$ cat src/rtl/des_key_sched.sv
// des_key_sched: DES subkey generator (PC-1, C/D rotations, PC-2) delivering K1..K16 or K16..K1 over valid/ready beats.
// Defining DES_KEY_PARITY_CHECK_EN rejects keys whose bytes lack odd parity and pulses key_err.
module des_key_sched #(
    parameter int KEYS_PER_CYCLE = 1
) (
    input  logic                        clk,
    input  logic                        rst,
    input  logic                        start,
    input  logic                        decrypt,
    input  logic [64:1]                 key_in,
    output logic [48*KEYS_PER_CYCLE:1]  subkey_out,
    output logic                        subkey_valid,
    input  logic                        subkey_ready,
    output logic [4:0]                  round_idx,
    output logic                        busy,
    output logic                        done,
    output logic                        key_err
);
    localparam logic [1:0] IDLE = 2'd0;
    localparam logic [1:0] RUN  = 2'd1;
    localparam logic [1:0] DONE = 2'd2;

    localparam logic [6:0] PC1 [56] = '{
        57, 49, 41, 33, 25, 17,  9,  1, 58, 50, 42, 34, 26, 18,
        10,  2, 59, 51, 43, 35, 27, 19, 11,  3, 60, 52, 44, 36,
        63, 55, 47, 39, 31, 23, 15,  7, 62, 54, 46, 38, 30, 22,
        14,  6, 61, 53, 45, 37, 29, 21, 13,  5, 28, 20, 12,  4};
    localparam logic [5:0] PC2 [48] = '{
        14, 17, 11, 24,  1,  5,  3, 28, 15,  6, 21, 10,
        23, 19, 12,  4, 26,  8, 16,  7, 27, 20, 13,  2,
        41, 52, 31, 37, 47, 55, 30, 40, 51, 45, 33, 48,
        44, 49, 39, 56, 34, 53, 46, 42, 50, 36, 29, 32};

    if (KEYS_PER_CYCLE != 1 && KEYS_PER_CYCLE != 2) begin : g_bad_kpc
        $error("des_key_sched: KEYS_PER_CYCLE must be 1 or 2");
    end

    // cd[28:1] holds C (cd[1] = C bit 1), cd[56:29] holds D, so PC-2 indexes cd directly.
    function automatic logic [56:1] pc1(input logic [64:1] k);
        logic [56:1] r;
        for (int i = 1; i <= 56; i++) r[i] = k[PC1[i-1]];
        return r;
    endfunction

    function automatic logic [48:1] pc2(input logic [56:1] cd_v);
        logic [48:1] r;
        for (int i = 1; i <= 48; i++) r[i] = cd_v[PC2[i-1]];
        return r;
    endfunction

    function automatic logic [28:1] rot28(input logic [28:1] x, input logic two, input logic right);
        logic [28:1] y;
        y = right ? {x[27:1], x[28]} : {x[1], x[28:2]};
        return two ? (right ? {y[27:1], y[28]} : {y[1], y[28:2]}) : y;
    endfunction

    function automatic logic [56:1] rot56(input logic [56:1] x, input logic two, input logic right);
        return {rot28(x[56:29], two, right), rot28(x[28:1], two, right)};
    endfunction

    function automatic logic shift2(input logic [4:0] r);
        return !(r == 5'd1 || r == 5'd2 || r == 5'd9 || r == 5'd16);
    endfunction

    logic [1:0]  state;
    logic [56:1] cd, cd1, cd2, cd_next;
    logic [4:0]  r_nxt1, r2, r_adv;
    logic        dec, two1, two2, last, fire, key_ok;
    logic [48:1] k1, k2;

`ifdef DES_KEY_PARITY_CHECK_EN
    always_comb begin
        key_ok = 1'b1;
        for (int i = 0; i < 8; i++) key_ok &= ^key_in[8*i+1 +: 8];
    end
`else
    assign key_ok = 1'b1;
`endif

    // cd1 is the state after the current subkey's rotation; cd2 after the following one.
    always_comb begin
        r_nxt1  = (round_idx == 5'd16) ? 5'd1 : round_idx + 5'd1;
        two1    = shift2(dec ? round_idx : r_nxt1);
        cd1     = rot56(cd, two1, dec);
        r2      = dec ? round_idx - 5'd1 : r_nxt1;
        two2    = shift2(dec ? r2 : ((r2 == 5'd16) ? 5'd1 : r2 + 5'd1));
        cd2     = rot56(cd1, two2, dec);
        cd_next = (KEYS_PER_CYCLE == 2) ? cd2 : cd1;
        r_adv   = dec ? round_idx - 5'(KEYS_PER_CYCLE) : round_idx + 5'(KEYS_PER_CYCLE);
        last    = dec ? (round_idx == 5'(KEYS_PER_CYCLE)) : (round_idx == 5'(17 - KEYS_PER_CYCLE));
        fire    = subkey_valid && subkey_ready;
        k1      = pc2(cd);
        k2      = pc2(cd1);
    end

    if (KEYS_PER_CYCLE == 2) begin : g_two
        assign subkey_out = subkey_valid ? {k2, k1} : '0;
    end else begin : g_one
        assign subkey_out = subkey_valid ? k1 : '0;
    end

    assign busy = state != IDLE;
    assign done = state == DONE;

    always_ff @(posedge clk or posedge rst) begin
        if (rst) begin
            state        <= IDLE;
            cd           <= '0;
            dec          <= 1'b0;
            round_idx    <= 5'd0;
            subkey_valid <= 1'b0;
            key_err      <= 1'b0;
        end else begin
            key_err <= 1'b0;
            if (state == IDLE && start && key_ok) begin
                state        <= RUN;
                dec          <= decrypt;
                round_idx    <= decrypt ? 5'd16 : 5'd1;
                cd           <= decrypt ? pc1(key_in) : rot56(pc1(key_in), 1'b0, 1'b0);
                subkey_valid <= 1'b1;
            end else if (state == IDLE && start) begin
                key_err <= 1'b1;
            end else if (state == RUN && fire) begin
                cd        <= cd_next;
                round_idx <= last ? 5'd0 : r_adv;
                if (last) begin
                    subkey_valid <= 1'b0;
                    state        <= DONE;
                end
            end else if (state == DONE) begin
                state <= IDLE;
            end
        end
    end
endmodule

$ cat config.mk
export PLATFORM = sky130hd
export DESIGN_NAME = des_key_sched
export DESIGN_NICKNAME = d
export VERILOG_FILES = /design/src/rtl/des_key_sched.sv
export SDC_FILE = /design/constraint.sdc
export NUM_CORES = 1
export LEC_CHECK = 0
export ABC_AREA = 1
export CAP_MARGIN = 20
export CORE_UTILIZATION = 57
export DETAILED_ROUTE_END_ITERATION = 7
export GPL_ROUTABILITY_DRIVEN = 0
export HOLD_SLACK_MARGIN = 0.02
export MAX_ROUTING_LAYER = met4
export PLACE_DENSITY = 0.88
export REMOVE_ABC_BUFFERS = 1
export SETUP_SLACK_MARGIN = 0.4
export SYNTH_ARGS = -nofsm -noshare
export SYNTH_HDL_FRONTEND = slang
export SYNTH_SLANG_ARGS = --single-unit
export TNS_END_PERCENT = 100
$ cat constraint.sdc
create_clock -name clk -period 4.53 [get_ports clk]
set_input_delay 0.453 -clock clk [delete_from_list [all_inputs] [get_ports clk]]
set_output_delay 0.453 -clock clk [all_outputs]
set_load 0.05 [all_outputs]
==> flow_summary.yaml <==
status:
  outcome: "finished clean"
worst_setup_path:
  crit_buf_inv: 3
  start_kind: "flip-flop"
  path_max_fanout: 57
  endpoint_kind: "flip-flop"
  crit_slowest_cell: "nand2_2"
  arrival_ps: 3750
  required_ps: 4800
  worstSetupPathType: "flip-flop to flip-flop"
  cpLargestDelayFamily: "simple AND/OR/NAND/NOR gates"
  worstPathCellList: "inv_1, ha_1, nor2_1, a21oi_1, nand2_1, inv_2, nor2_2, nand2_2, buf_4, nand2_2, nand2_1, nand3_1, a21oi_1"
  slowest_delay_ps: 760
final_layout:
  area_growth_pct: 20.0
  fin_nets: 1205
  n_antenna_cell: 0
  layout-drive-gt1-share: 0.0387
cts:
  cts.path.max_buffers: 2
  cts.repair.resized: 0
  hold_buffers: 0
  cts_tree: "done"
  root_buffer: "clkbuf_8"
  post_cts_buffers: 0
  clk_latency_ps: 350
  cts.sinks: 65
  htree_levels: 3
  cts_made_buffers: 9
  clk_pin_slew_worst_paths_ps: 80
sta:
  maxSlewHeadroom: 0.306
  slew_viol_final: 0
  setup_viol: 0
  fin_worst_skew_ps: 11.6
  tightestPinTransition_ps: 1040
  fin_ws_ps: 1050
  hold_viol_final: 0
  period_share: 0.768
  fmax_ghz: 0.287
  finalCriticalPeriod_ps: 3480
  rsz0062_at_grt: "false"
synthesis:
  ys.flop_type: "dfrtp_1"
  avgSynthCellArea_um2: 5.72
  post-synth-top-area-cell: "dfrtp_1"
  synth-edff-count: 0
  async_reset_ff_frac: 1.00
  seq_area_frac_synth: 0.265
  synth_most_common_cell: "nand2_1"
  netlist.area_leader.share: 0.265
  netlist_top_cells_area: "dfrtp_1, nand3_1, nand2_1, a21oi_1, inv_1"
  syn_inst: 1072
  synthTopCellsByCount: "nand2_1, nand3_1, inv_1"
  synth_seq_cells: 65
  syn_area_mm2: 0.00614
  synth_cell_type_count: 26
  yosysWarnings: 0
floorplanning:
  initial_core_util: 0.592
  die_y_um: 106
  coreArea_mm2: 0.0104
  std_cell_rows: 37
  ios: 126
  die_w_um: 106
  die-area_mm2: 0.0112
global_route:
  antenna_found_initial: 0
  grt.total_usage: 0.321
  overflow: 0
  grt_pass1_vias: 6493
  grt_max_degree: 106
  grt_pass1_wl_um: 29000
routing:
  routedWlPerCell_um: 13.3
  vias_per_cell: 5.58
  drc_errors: 0
  routed_wirelength_um: 16900
  via_count: 7102
  antenna_left: 0
  firstDrtPassIters: 5
  drt_iter0_drc: 595
placed_design:
  portBuffers: 116
  post-dp-hpwl_um: 10300
  dp_slack_ps: 1250
worst_hold_path:
  hold_class: "primary input to asynchronous set/reset pin"
run:
  cap_violations: 0
[layout make-up]
cell class / count / area (um^2)
Multi-Input combinational cell: 746 / 3430
Fill cell: 901 / 3010
Sequential cell: 65 / 1630
Timing Repair Buffer: 130 / 1290
Inverter: 180 / 678
Tap cell: 136 / 170
Clock buffer: 12 / 145
Clock inverter: 3 / 17.5
[registers in the layout (all words and copies together), names as in the netlist]
name / cells
cd: 56
dec: 1
round_idx: 5
state: 2
subkey_valid: 1
[per-stage QoR]
| stage | setup TNS [ps] | hold WS [ps] | area (um^2) | cells | utilization |
|---|---|---|---|---|---|
| after global placement | 0 | 479 | 7180 | 1256 | 0.693 |
| after CTS | 0 | 522 | 7340 | 1271 | 0.708 |
| final | 0 | 323 | 7360 | 1272 | 0.710 |
| after global routing | 0 | 341 | 7360 | 1272 | 0.710 |
| after detailed placement | 0 | 503 | 7180 | 1256 | 0.693 |
| after floorplan | -78020 | 459 | 5720 | 991 | - |
[worst paths after layout]
check | slack (ps) | start | end | cells past startpoint
max in group asynchronous | 3400 | rst | dec | 4
max reg2reg | 1050 | round_idx[0] | cd[7] | 13
min in group clk | 520 | state[1] | state[1] | 2
min reg2reg | 520 | state[1] | state[1] | 2
max | 1050 | round_idx[0] | cd[7] | 13
min | 320 | rst | cd[2] | 2
[layout by cell type (no fill, tap or decap)]
| master | count |
|---|---|
| nand2_1 | 250 |
| nand3_1 | 225 |
| inv_1 | 172 |
| a21oi_1 | 172 |
| clkdlybuf4s50_1 | 116 |
| dfrtp_1 | 64 |
| nor2_1 | 63 |
| buf_4 | 12 |
| clkbuf_8 | 10 |
| o211ai_1 | 6 |
| inv_2 | 5 |
| nand4_1 | 4 |
| clkinv_2 | 4 |
| o21ai_0 | 4 |
| ha_1 | 4 |
| nand3_2 | 3 |
| nand2_2 | 3 |
| o22ai_1 | 3 |
| nor2_4 | 2 |
| o21ai_1 | 2 |
| clkbuf_1 | 2 |
| buf_12 | 2 |
| nor2_2 | 1 |
| clkinv_1 | 1 |
| xnor2_1 | 1 |
| nor3_1 | 1 |
| o311ai_0 | 1 |
| conb_1 | 1 |
| clkinvlp_4 | 1 |
| dfrtp_2 | 1 |
[cell families after synthesis]
logic type,after synthesis,share of synthesized area
xor gates and xnor gates,1,0.00143
adders and majority gates,4,0.00816
buffers and inverters,261,0.178
and+or+nand+nor,552,0.390
AOI/OAI and AO/OA,188,0.157
DFF,65,0.265
other,1,0.000611
[layer usage]
metal | vias up | wire length, um | track usage
met5 | - | 0 | -
met4 | 0 | 263 | 0.108
met3 | 33 | 1540 | 0.0482
met2 | 363 | 8160 | 0.535
met1 | 3169 | 6950 | 0.399
li1 | 3537 | - | -
Power is left out: the tool's default activity adds up to more than one toggle a clock period on the data nets, which glitch-free logic cannot reach.
==> RTL edit 1: new RTL, config.mk and constraints unchanged <==
Add an input register stage for `subkey_ready`, without a reset; this delays it by one clock. The other inputs are not delayed to match.
--- a/src/rtl/des_key_sched.sv
+++ b/src/rtl/des_key_sched.sv
@@ -31,4 +31,10 @@
         41, 52, 31, 37, 47, 55, 30, 40, 51, 45, 33, 48,
         44, 49, 39, 56, 34, 53, 46, 42, 50, 36, 29, 32};
+
+    logic subkey_ready_q;
+
+    always_ff @(posedge clk) begin
+        subkey_ready_q <= subkey_ready;
+    end
 
     if (KEYS_PER_CYCLE != 1 && KEYS_PER_CYCLE != 2) begin : g_bad_kpc
@@ -89,5 +95,5 @@
         r_adv   = dec ? round_idx - 5'(KEYS_PER_CYCLE) : round_idx + 5'(KEYS_PER_CYCLE);
         last    = dec ? (round_idx == 5'(KEYS_PER_CYCLE)) : (round_idx == 5'(17 - KEYS_PER_CYCLE));
-        fire    = subkey_valid && subkey_ready;
+        fire    = subkey_valid && subkey_ready_q;
         k1      = pc2(cd);
         k2      = pc2(cd1);
Behaviour: not the same (Yosys sat finds a counterexample within 4 cycles, from zero or initial values and one cycle with rst high).
==> RTL edit 1 against the original RTL <==
Count of clock-buffer cells in the layout is 2 lower; routed wire length is 0.22% lower; worst hold slack better by 200 ps; design area hardly changed; die area is 0.31% higher; cell count is 0.16% lower; highest routed layer unchanged; critical endpoint is now cd[23]$_DFFE_PP0P_; synthesized cell count hardly changed; critical path type unchanged; synthesized area is 0.33% higher; critical path depth stayed put; sequential cell count is 1 higher; via count is 1.0% lower; worst setup slack better by 100 ps.
Power is left out: the tool's default activity adds up to more than one toggle a clock period on the data nets, which glitch-free logic cannot reach.
==> RTL edit 1: results (changes against the original RTL) <==
| Metric | Value |
|---|---|
| Met2 wire length | `8180 µm (was 8160 µm)` |
| Metal3 WL | `1300 µm (was 1540 µm)` |
| Global Route Usage Sum | `32.1% (about the same)` |
| Number of buffers created by CTS | `9 (unchanged)` |
| Cell count after synthesis | `1073 (was 1072)` |
| Crit-path max FO | `57 (unchanged)` |
| Root buf cell | `clkbuf_8 (unchanged)` |
| Largest net degree at the start of global routing | `109 (was 106)` |
| 1st-iter DRT viols | `611 (was 595)` |
| Part of the Yosys area used for sequential elements | `26.7% (was 26.5%)` |
| Hold path depth | `2` |
| Placed cell count | `1254 (was 1256)` |
| Met1 WL | `7130 µm (was 6950 µm)` |
| Clk_lat worst skew | `370 ps (was 350 ps)` |
| Async set-reset flop share out of synthesis | `98.5% (was 100%)` |
| Ys flop type | `dfrtp_1 (unchanged)` |
| Clock-pin transition on the worst setup and hold timing paths | `90 ps` |
| Synth unique cells | `27 (was 26)` |
| Critical path data arrival time | `3660 ps (was 3750 ps)` |
| Met2 Use GR | `53.3% (was 53.5%)` |
| First-pass GRT wire length | `29000 µm (about the same)` |
| GR met1 Demand/Resource | `40.0% (was 39.9%)` |
| Final hold slack | `524 ps (was 323 ps)` |
| H-tree Lvls | `3 (unchanged)` |
| WHS Endpoint | `state[1]$_DFFE_PP0P_` |
| Crit path from | `round_idx[0]$_DFFE_PP0P_ (unchanged)` |
| Initial antenna violation count | `0 (unchanged)` |
| Via count | `7030 (was 7102)` |
| Hold crit path type | `reg2reg (was in2async)` |
| Wire length per cell | `13.3 µm (about the same)` |
| Worst slack at placement | `1240 ps (was 1250 ps)` |
| Synth top cells by count | `252 x nand2_1, 226 x nand3_1, 176 x inv_1 (unchanged)` |
| Ys Warns | `0 (unchanged)` |
| Slowest cell on the critical path | `nand2_2 (unchanged)` |
| Tmin final | `3380 ps (was 3480 ps)` |
| Hold_sp | `subkey_ready_q$_DFF_P_` |
| Final WL | `16900 µm (about the same)` |
| Resized cells post-CTS | `0 (unchanged)` |
| R2r endpoint | `cd[23]$_DFFE_PP0P_ (was cd[7]$_DFFE_PP0P_)` |
| Final #Nets | `1202 (was 1205)` |
| Skew final | `14.2 ps (was 11.6 ps)` |
| Relative slew margins | `30.5% (was 30.6%)` |
| Post-DP Area | `7180 µm² (about the same)` |
| DP Wirelength | `10200 µm (was 10300 µm)` |
| Worst Setup End Kind | `flop (unchanged)` |
| Met3 Use GR | `5.03% (was 4.82%)` |
| Status | `finished, final reports clean (unchanged)` |
| Share of cells above drive strength 1 | `3.79% (was 3.87%)` |
| Top layer in use | `met4 (unchanged)` |
| Vias in the first global route | `6407 (was 6493)` |
| FF-to-FF path depth | `13 (unchanged)` |
| Biggest regs | `cd: 56 flops, round_idx: 5 flops, state: 2 flops (unchanged)` |
| Dominant cells by area after synthesis | `dfrtp_1 26%, nand3_1 18%, nand2_1 15%, a21oi_1 14%, inv_1 11% (was dfrtp_1 27%, nand3_1 18%, nand2_1 15%, a21oi_1 14%, inv_1 11%)` |
| Post-CTS Repair Setup Buffers | `0 (unchanged)` |
| Drt first pass iters | `6 (was 5)` |
## RTL edit 1: layout make-up
class	instances	area, µm²
multi-input cells	746	3430
clock buffers	10	138
clock inverters	6	42.5
inverters	180	678
fillers	930	3060
flip-flops and latches	66	1650
repair buffers	126	1250
well taps	136	170
## RTL edit 1: worst max-delay path, delay by kind of cell (launching register included)
kind,cells,cell delay (ps)
flops,1,510
simple gates,7,1340
fa+ha+maj,1,350
buf+inv,3,750
compound gates,2,320
## RTL edit 1: kinds of logic (layout without fill, tap and decap cells)
| group | after synthesis | after routing | synth area share [%] |
|---|---|---|---|
| flip-flops | 66 | 66 | 26.7 |
| AND/OR/NAND/NOR | 552 | 552 | 38.8 |
| adder cells (fa/ha/maj) | 4 | 4 | 0.813 |
| buffers and inverters | 261 | 322 | 17.7 |
| other | 1 | 1 | 0.0609 |
| AO/OA/AOI/OAI | 188 | 188 | 15.7 |
| XOR/XNOR | 1 | 1 | 0.142 |
==> RTL edit 2: new RTL, same settings <==
Without the edit above. The option `DES_KEY_PARITY_CHECK_EN` is turned on by a define.
--- a/src/rtl/des_key_sched.sv
+++ b/src/rtl/des_key_sched.sv
@@ -1,4 +1,6 @@
 // des_key_sched: DES subkey generator (PC-1, C/D rotations, PC-2) delivering K1..K16 or K16..K1 over valid/ready beats.
 // Defining DES_KEY_PARITY_CHECK_EN rejects keys whose bytes lack odd parity and pulses key_err.
+`define DES_KEY_PARITY_CHECK_EN
+
 module des_key_sched #(
     parameter int KEYS_PER_CYCLE = 1
Function: changed (Yosys sat finds a counterexample within 4 cycles, from zero or initial values and one cycle with rst high).
==> RTL edit 2 against the original RTL <==
Synthesized area rose by 27%; sequential cell count increased by 1; design area grew 25%; global-route usage rose by 4.1 points; highest routed layer unchanged; worst setup slack better by 490 ps; sequential share of layout area down 4.2 points; critical path depth up 5; routed wire length up 46%; via count up 38%.
Power is left out: it rests on default switching activity, and per cell area and clock period it moved more than threefold.
==> RTL edit 2: results (changes against the original RTL) <==
| Metric | Value |
|---|---|
| Clock-pin transition on the worst setup and hold timing paths | `60 ps (was 80 ps)` |
| Drt first pass iters | `6 (was 5)` |
| Placed cell count | `1715 (was 1256)` |
| Via count | `9793 (was 7102)` |
| Ys flop type | `dfrtp_1 (unchanged)` |
| Post-DP Area | `8920 µm² (was 7180 µm²)` |
| Critical path data arrival time | `3240 ps (was 3750 ps)` |
| Adder-cell share of the synthesized area | `0.640% (was 0.816%)` |
| Cell count after synthesis | `1493 (was 1072)` |
| Skew final | `8.79 ps (was 11.6 ps)` |
| Post-synthesis mux area share | `0.864% (was 0%)` |
| R2r endpoint | `cd[46]$_DFFE_PP0P_ (was cd[7]$_DFFE_PP0P_)` |
| # port buffers | `125 (was 116)` |
| Root buf cell | `clkbuf_16 (was clkbuf_8)` |
| Part of the Yosys area used for sequential elements | `21.1% (was 26.5%)` |
| Crit-path max FO | `38 (was 57)` |
| Largest net degree at the start of global routing | `116 (was 106)` |
| Status | `finished, final reports clean (unchanged)` |
| Share of cells above drive strength 1 | `3.73% (was 3.87%)` |
| DP Wirelength | `16200 µm (was 10300 µm)` |
| Wire length per cell | `14.3 µm (was 13.3 µm)` |
| Global Route Usage Sum | `36.3% (was 32.1%)` |
| Final hold slack | `549 ps (was 323 ps)` |
| Final #Nets | `1624 (was 1205)` |
| Slowest stage delay, CP | `590 ps (was 760 ps)` |
| FF-to-FF setup slack | `1540 ps (was 1050 ps)` |
| Compound-gate portion of the synthesized area | `11.5% (was 15.7%)` |
| Multi-input logic area | `4950 µm² (was 3430 µm²)` |
| Xor and xnor area share after synthesis | `0.784% (was 0.143%)` |
| FF-to-FF path depth | `18 (was 13)` |
| Worst slack at placement | `1580 ps (was 1250 ps)` |
| Relative slew margins | `24.1% (was 30.6%)` |
| Synth top cells by count | `731 x nand2_1, 189 x inv_1, 125 x nand3_1 (was 252 x nand2_1, 226 x nand3_1, 176 x inv_1)` |
| Vias per cell | `5.65 (was 5.58)` |
| Final Hold Viols | `0 (unchanged)` |
| Number of fill cells in the layout | `1220 (was 901)` |
| Diode count | `0 (unchanged)` |
| Dominant cells by area after synthesis | `nand2_1 35%, dfrtp_1 21%, inv_1 9.1%, nand3_1 8.0%, a21oi_1 7.6% (was dfrtp_1 27%, nand3_1 18%, nand2_1 15%, a21oi_1 14%, inv_1 11%)` |
| Hold crit path type | `reg2reg (was in2async)` |
[RTL edit 2: cell count changes in the layout (fill, tap and decap cells not counted), sizes merged, moves of 4 or more]
cell / change
nor2: -47
xor2: +4
o211ai: -6
clkdlybuf4s50: +8
a21oi: -53
nand4: +55
mux2: +6
o21ai: +53
nand3: -102
nand2: +481
inv: +20
[RTL edit 2: metal layers]
layer	GRT usage, %	vias to the layer above	wire length, µm
met1	49.9	4298	10400
met5	-	-	0
li1	-	4776	-
met4	11.9	0	621
met2	53.3	653	10700
met3	6.80	66	3000
[RTL edit 2: kinds of logic after synthesis]
| logic type | count (synthesis) |
|---|---|
| AND/OR/NAND/NOR | 939 |
| buffers and inverters | 292 |
| AO/OA/AOI/OAI | 179 |
| flip-flops | 66 |
| XOR/XNOR | 7 |
| multiplexers | 6 |
| adder cells (fa/ha/maj) | 4 |
[RTL edit 2: layout make-up]
class | count | share of cell area [%]
Multi-Input combinational cell | 1135 | 53.5
Timing Repair Buffer | 141 | 14.9
Inverter | 198 | 8.06
Clock buffer | 10 | 2.48
Tap cell | 176 | 2.38
Sequential cell | 66 | 17.9
Clock inverter | 6 | 0.731
[RTL edit 2: worst max-delay path by stage]
stage / from / endpoint / slack (ps)
after floorplan: dec$_DFFE_PP0N_ / cd[10]$_DFFE_PP0P_ / -400
after global placement: key_in[39] / round_idx[1]$_DFFE_PP0P_ / 1660
after detailed placement: key_in[37] / cd[3]$_DFFE_PP0P_ / 1580
after CTS: round_idx[0]$_DFFE_PP0P_ / cd[46]$_DFFE_PP0P_ / 1610
after global routing: round_idx[0]$_DFFE_PP0P_ / cd[36]$_DFFE_PP0P_ / 1270
final: round_idx[0]$_DFFE_PP0P_ / cd[46]$_DFFE_PP0P_ / 1540
